==> src/rtl/mprj_io_cfg_loader.sv <==
// mprj_io_cfg_loader: shifts per-pad GPIO control words MSB-first into the pad chain, then strobes load.
// Optional macro SERIAL_RESET_EN adds a chain reset phase and the serial_resetn port.
module mprj_io_cfg_loader #(
  parameter int NUM_PADS = 38,
  parameter int CFG_BITS = 13,
  parameter int CLK_DIV = 4,
  localparam int IW = NUM_PADS > 1 ? $clog2(NUM_PADS) : 1,
  localparam int DW = $clog2(CLK_DIV + 1),
  localparam int BW = CFG_BITS > 1 ? $clog2(CFG_BITS) : 1
) (
  input  logic                wb_clk_i,
  input  logic                wb_rst_i,
  input  logic                start,
  output logic                busy,
  output logic                done,
  output logic [IW-1:0]       cfg_idx,
  input  logic [CFG_BITS-1:0] cfg_data,
  output logic                serial_clock,
  output logic                serial_data_out,
  output logic                serial_load
`ifdef SERIAL_RESET_EN
  ,
  output logic                serial_resetn
`endif
);
  localparam logic [2:0] IDLE = 3'd0, ADDR = 3'd2, CAPT = 3'd3, SHIFT_LO = 3'd4,
                         SHIFT_HI = 3'd5, LOAD = 3'd6, DONE = 3'd7;
`ifdef SERIAL_RESET_EN
  localparam logic [2:0] RST = 3'd1, FIRST = RST;
`else
  localparam logic [2:0] FIRST = ADDR;
`endif
  logic [2:0] state, nxt;
  logic [DW-1:0] div;
  logic [BW-1:0] bit_cnt;
  logic [CFG_BITS-1:0] sr;
  logic tick;
  assign tick = div == '0;
  always_comb begin
    nxt = state;
    case (state)
      IDLE:     nxt = start ? FIRST : IDLE;
`ifdef SERIAL_RESET_EN
      RST:      nxt = tick ? ADDR : RST;
`endif
      ADDR:     nxt = CAPT;
      CAPT:     nxt = SHIFT_LO;
      SHIFT_LO: nxt = tick ? SHIFT_HI : SHIFT_LO;
      SHIFT_HI: nxt = !tick ? SHIFT_HI : bit_cnt != '0 ? SHIFT_LO : cfg_idx != '0 ? ADDR : LOAD;
      LOAD:     nxt = tick ? DONE : LOAD;
      DONE:     nxt = IDLE;
      default:  nxt = IDLE;
    endcase
  end
  // Outputs are registered decodes of the current state, so they trail it by one cycle.
  always_ff @(posedge wb_clk_i or posedge wb_rst_i) begin
    if (wb_rst_i) begin
      state <= IDLE;
      div <= '0;
      bit_cnt <= '0;
      sr <= '0;
      cfg_idx <= '0;
      busy <= 1'b0;
      done <= 1'b0;
      serial_clock <= 1'b0;
      serial_data_out <= 1'b0;
      serial_load <= 1'b0;
`ifdef SERIAL_RESET_EN
      serial_resetn <= 1'b1;
`endif
    end else begin
      state <= nxt;
      div <= nxt != state ? DW'(CLK_DIV - 1) : tick ? div : div - DW'(1);
      if (state == IDLE && start)
        cfg_idx <= IW'(NUM_PADS - 1);
      else if (state == SHIFT_HI && nxt == ADDR)
        cfg_idx <= cfg_idx - IW'(1);
      if (state == CAPT) begin
        sr <= cfg_data;
        bit_cnt <= BW'(CFG_BITS - 1);
      end else if (state == SHIFT_HI && tick) begin
        sr <= sr << 1;
        bit_cnt <= bit_cnt != '0 ? bit_cnt - BW'(1) : bit_cnt;
      end
      busy <= state != IDLE && state != DONE;
      done <= state == DONE;
      serial_clock <= state == SHIFT_HI;
      serial_load <= state == LOAD;
      serial_data_out <= state == SHIFT_LO ? sr[CFG_BITS-1] : state == LOAD ? 1'b0 : serial_data_out;
`ifdef SERIAL_RESET_EN
      serial_resetn <= state != RST;
`endif
    end
  end
endmodule

==> config.mk <==
export PLATFORM = sky130hd
export DESIGN_NAME = mprj_io_cfg_loader
export DESIGN_NICKNAME = d
export VERILOG_FILES = /design/src/rtl/mprj_io_cfg_loader.sv
export SDC_FILE = /design/constraint.sdc
export NUM_CORES = 1
export LEC_CHECK = 0
export BUFFER_PORTS_ARGS = -buffer_cell sky130_fd_sc_hd__buf_2
export CORE_AREA = 8 8 74 76
export CTS_CLUSTER_DIAMETER = 80
export DETAILED_ROUTE_END_ITERATION = 16
export DIE_AREA = 0 0 82 84
export GPL_TIMING_DRIVEN = 0
export MAX_ROUTING_LAYER = met4
export PLACE_DENSITY = 0.64
export SETUP_SLACK_MARGIN = 0.5
export SLEW_MARGIN = 20
export SYNTH_ARGS = -nofsm -noshare
export SYNTH_HDL_FRONTEND = slang
export SYNTH_SLANG_ARGS = --single-unit
==> constraint.sdc <==
create_clock -name wb_clk_i -period 2.1 [get_ports wb_clk_i]
set_input_delay 0.105 -clock wb_clk_i [delete_from_list [all_inputs] [get_ports wb_clk_i]]
set_output_delay 0.105 -clock wb_clk_i [all_outputs]
set_load 0.1 [all_outputs]
; ---- Yosys cells after proc, flatten, opt, wreduce, memory -nomap -nowiden
; Index checks and enable logic that the tools add are counted.
[word_totals]
output_inout_bits = 11
ff_bits = 34
inputBits = 16
elab_cells = 55
[op_classes]
reduce_logical = 14
n_eq_ne = 10
muxes = 18
n_addsub = 3
[ops]
columns = op, n
row1 = 13-bit 2-to-1 mux, 2
row2 = 3-bit case mux with 6 select lines, 1
row3 = 3-bit 2-to-1 mux, 5
row4 = "3-bit == test, second input constant", 4
row5 = 4-bit 2-to-1 mux, 3
row6 = 6-bit 2-to-1 mux, 2
row7 = "3-bit by 2-bit == test with 1-bit output, second input constant", 3
row8 = 2-bit nonzero test, 4
row9 = 3-bit logical NOT, 2
row10 = 6-bit nonzero test, 1
row11 = "6-bit by 1-bit subtractor with 6-bit output, second input constant", 1
row12 = 1-bit logical AND, 4
row13 = 1-bit 2-to-1 mux, 4
row14 = 4-bit nonzero test, 1
row15 = "4-bit by 1-bit subtractor with 4-bit output, second input constant", 1
row16 = 3-bit inequality test, 1
row17 = "3-bit inequality test, second input constant", 1
row18 = 3-bit nonzero test, 1
row19 = "3-bit by 1-bit subtractor with 3-bit output, second input constant", 1
row20 = 2-bit 2-to-1 mux, 1
row21 = "2-bit by 1-bit inequality test with 1-bit output, second input constant", 1
row22 = 2-bit AND reduction, 1

; ---- Logic depth before layout (Yosys ltp)
[logic_depth]
depth_word = 9
ltp_mapped = 9
depth_no_buf = 7

; ---- Worst setup path before layout
; Ideal clock, no wire load.
[synth_path]
kind = reg2reg
startpoint = register cfg_idx[0]
endpoint = register cfg_idx[1]
setup_ns = 0.071
arrival_ns = 2.090
path_stages_with_launch = 6
setup_slack_ns = -0.061
synth_period_minus_slack_ns = 2.161
path_buffers = 0
t_required_ns = 2.029
path_cell_list = dfrtp_1 -> inv_1 -> ha_1 -> a311oi_4 -> mux2_1 -> nor2_1
[synth_between]
elab_chain_cells = 8
elab_cells_between_ends = 11
classes_between = add/sub (1) / eq/ne (1) / mux (6) / reduce/logical (3)
[synth_lines]
columns = item, line_no
row1 = start: declaration, 16  ; output logic [IW-1:0] cfg_idx,
row2 = start signal: assignment, 75  ; cfg_idx <= IW'(NUM_PADS - 1);
row3 = start signal: assignment, 77  ; cfg_idx <= cfg_idx - IW'(1);
row4 = 6-bit nonzero test, 49  ; SHIFT_HI: nxt = !tick ? SHIFT_HI : bit_cnt != '0 ? SHIFT_LO : cfg_idx != '0 ? ADDR : LOAD;
row5 = 3-bit 2-to-1 mux (3 in series), 49
row6 = 3-bit case mux with 6 select lines, 41  ; case (state)
row7 = 3-bit by 2-bit == test with 1-bit output, 76  ; else if (state == SHIFT_HI && nxt == ADDR)
row8 = 1-bit logical AND, 76
row9 = 2-bit nonzero test (no source line), -
; Parallel ways exist; a longest one is shown, timed or not. The select of a mux whose other input is x is not followed.
; A chain may end at the register's enable or synchronous reset.

; ---- Worst setup path in the final report
[layout_path]
startpoint = register bit_cnt[0]
endpoint = register state[2]
[layout_between]
elab_chain_cells = 4
[layout_lines]
columns = item, line_no
row1 = start: declaration, 35  ; logic [BW-1:0] bit_cnt;
row2 = start signal: assignment, 80  ; bit_cnt <= BW'(CFG_BITS - 1);
row3 = start signal: assignment, 83  ; bit_cnt <= bit_cnt != '0 ? bit_cnt - BW'(1) : bit_cnt;
row4 = 4-bit nonzero test, 49
row5 = 3-bit 2-to-1 mux (2 in series), 49
row6 = 3-bit case mux with 6 select lines, 41
row7 = net nxt[2], 33  ; logic [2:0] state, nxt;
row8 = end signal: assignment, 72  ; state <= nxt;
row9 = end: declaration, 33
; The timed path passes the listed nets, and every way through them passes these cells.

==> impl_metrics.csv <==
group,metric,value,unit
floorplan,die_h,84,µm
routing,dr.pass1.iters,4,
routing,drc,0,
floorplan,fp-row-count,24,
synth,avgSynthCellArea,9.48,µm²
worst_hold_path,hold_class,"input pin to register",
critical_path,cp-start-kind,"register",
floorplan,die_w,82,µm
critical_path,worstReg2RegEnd,"state[2]",
clocking,clock_sinks,34,
synth,yosys-top-cells-area,"dfrtp_1 (51%), nand2_1 (7.9%), a31oi_1 (4.9%)",
timing,hold_ws,0.0732,ns
global_routing,antenna_found_initial,0,
critical_path,cp_data_arrival_time,2.12,ns
critical_path,worstPathCellList,"inv_2, ha_4, or3b_1, buf_6, buf_4, a311oi_2, o21ai_1, a21bo_2",
place,dpl.hpwl,2480,µm
critical_path,worstReg2RegStart,"bit_cnt[0]",
timing,period_minus_slack,1.94,ns
global_routing,gr-usage-all-layers,0.132,
critical_path,required,2.28,ns
synth,yosysTopAreaCellShare,0.510,
layout,n_antenna_cell,0,
synth,synth_seq_cells,34,
flow_run,drv_cap,0,
timing,hold_viol,0,
global_routing,grt_pass1_wl,6990,µm
critical_path,critPathLaunch,"bit_cnt[0]",
layout,multiInputGateArea,892,µm²
critical_path,cp_max_fo,3,
critical_path,cp-end-kind,"register",
layout,syn_to_final_growth,46.7,%
clocking,cts-htree-levels,2,
synth,seq_area_frac_synth,0.510,
floorplan,start_util,0.391,
routing,drtIter0Drc,110,
clocking,cts_buffers,5,
timing,rsz0062_at_grt,"true",
layout,drive_gt1_frac,0.479,
synth,synth_cells,176,
synth,synth_cell_types,37,
critical_path,cp_slowest_stage_delay,0.40,ns
routing,detail_route.wl_per_cell,15.4,µm
critical_path,r2r_slack,0.16,ns
power_and_ir_drop,leakage,1.13,nW
timing,timing.fmax,0.515,GHz
routing,drt-total-wl,4480,µm
timing,setup_violations,0,
floorplan,core,4260,µm²
timing,maxSlewViolCount,0,
clocking,clk-insertion-delay-late,0.29,ns
layout,final_nets,258,
critical_path,worst_setup_path_endpoint,"state[2]",
layout,seq_area,863,µm²
routing,vias,1481,
clocking,clkTransAtPathRegs,0.07,ns
critical_path,ff2ff_path_depth,8,
clocking,cts_tree,"done",
timing,worst_pin_slew,0.715,ns
outcome,status,"finished, final reports clean",
power_and_ir_drop,power_density,529,nW/µm²
synth,yosys.area.top_type,"dfrtp_1",
timing,clock_skew,0.00586,ns
clocking,cts_buffer_depth,2,
global_routing,grt_pass1_vias,1499,
worst_hold_path,worstHoldStart,"cfg_data[0]",
power_and_ir_drop,peakVddDrop,207,µV
layout,layout_common_cells,"dfrtp_1 (28), buf_2 (26), nand2_1 (22)",
floorplan,dieArea,6890,µm²
global_routing,grt_max_degree,35,
layout,final_common_cell,"dfrtp_1",
synth,syn_area,1670,µm²
routing,antenna_left,0,
synth,synth_nets,197,
worst_hold_path,hold_depth,3,
floorplan,ios,27,
timing,setup-tns-final,0,ns
routing,via_per_inst,5.11,
synth,yosys_warnings,0,
critical_path,worstSetupPathType,"register to register",
timing,relSlewSlack,0.523,
critical_path,slowest_stage,"dfrtp_1",
layout,fillers,369,
place,port_buffers,26,
clocking,root_buffer,"clkbuf_8",
timing,fin_crit_sh,0.925,
place,gp_congestion,0.743,
global_routing,overflow,0,
## per-layer routing
layer,global-route usage,up-vias,part of all wire
met5,-,-,0
met4,0.0591,0,0.014
met3,0.0345,4,0.048
met2,0.198,29,0.52
met1,0.159,724,0.42
li1,-,724,-
## power breakdown
part	internal, W	switching (W)	leakage [nW]	total [W]
Sequential	0.000663	0.00000633	0.396	0.000670
Combinational	0.0000195	0.0000301	0.674	0.0000496
Clock	0.000331	0.000245	0.0575	0.000576
Total	0.00101	0.000282	1.13	0.00130
## worst min-delay path by stage
stage / slack [ns] / end
after floorplan: 0.25 / bit_cnt[0]
final: 0.07 / sr[0]
after detailed placement: 0.26 / serial_clock
after global routing: 0.08 / sr[3]
after global placement: 0.36 / sr[0]
after CTS: 0.07 / sr[0]
## kinds of logic after synthesis
logic type                 after synthesis  synth area share
buffers and inverters                   22            0.0548
xor gates and xnor gates                 5            0.0263
muxes                                    4            0.0255
adders and majority gates                5            0.0375
DFF                                     34             0.510
and+or+nand+nor                         77             0.221
AOI/OAI and AO/OA                       29             0.125
## layout make-up
type	count	share of cell area
plain buffers	10	0.0343
clock buffers	8	0.0450
inverters	12	0.0184
multi-input cells	120	0.365
flip-flops and latches	34	0.353
well taps	52	0.0266
repair buffers	54	0.158
## timing repair
action	in CTS	in global routing
buffers inserted	20	6
gates cloned	1	0
endpoints found under the setup margin	28	29
hold buffers	1	0
resized for setup	27	40
endpoints found under the hold margin	34	0
pin swaps	6	27
## state kept, by name, summed over array words and instances, names as in the netlist
register and cells:
bit_cnt 4, cfg_idx 6, serial_clock 1, busy 1
sr 13, done 1, serial_load 1, state 3
div 3, serial_data_out 1
## metrics by stage
stage	power, W	cells	worst slack (ns)	utilization	cell area [µm²]
3_3_place_gp	0.000725	254	0.0716	0.445	1900
5_1_grt	0.00134	290	0.118	0.574	2450
2_1_floorplan	0.000704	176	0.227	-	1700
6_report	0.00130	290	0.157	0.574	2450
3_5_place_dp	0.000726	254	0.0503	0.445	1900
4_1_cts	0.00129	284	0.189	0.532	2270
## synthesized netlist by cell type
master	n
a211oi_1	1
a21bo_2	1
a21oi_1	1
a311oi_1	1
a311oi_4	1
a31o_1	1
a31oi_1	13
and2_1	1
and3_1	3
and3b_1	1
and4b_1	1
buf_2	1
buf_6	1
clkbuf_1	8
dfrtp_1	34
ha_1	5
inv_1	12
mux2_1	1
mux2_2	1
mux2i_1	2
nand2_1	35
nand2b_1	2
nand3_1	7
nand3b_1	1
nand4_1	1
nand4b_4	1
nor2_1	18
nor3_1	2
nor3b_1	1
nor4_1	1
o21ai_0	6
o221ai_1	1
o22ai_1	2
o31a_1	1
or3b_1	2
xnor2_1	2
xor2_1	3
## worst max-delay path, delay by kind of cell (launching register included)
kind / cells / cell delay, ns
AOI/OAI and AO/OA: 3 / 0.57
DFF: 1 / 0.40
buffers and inverters: 3 / 0.38
and+or+nand+nor: 1 / 0.36
adders and majority gates: 1 / 0.12
Note: power is estimated with default switching activity, not from simulation.
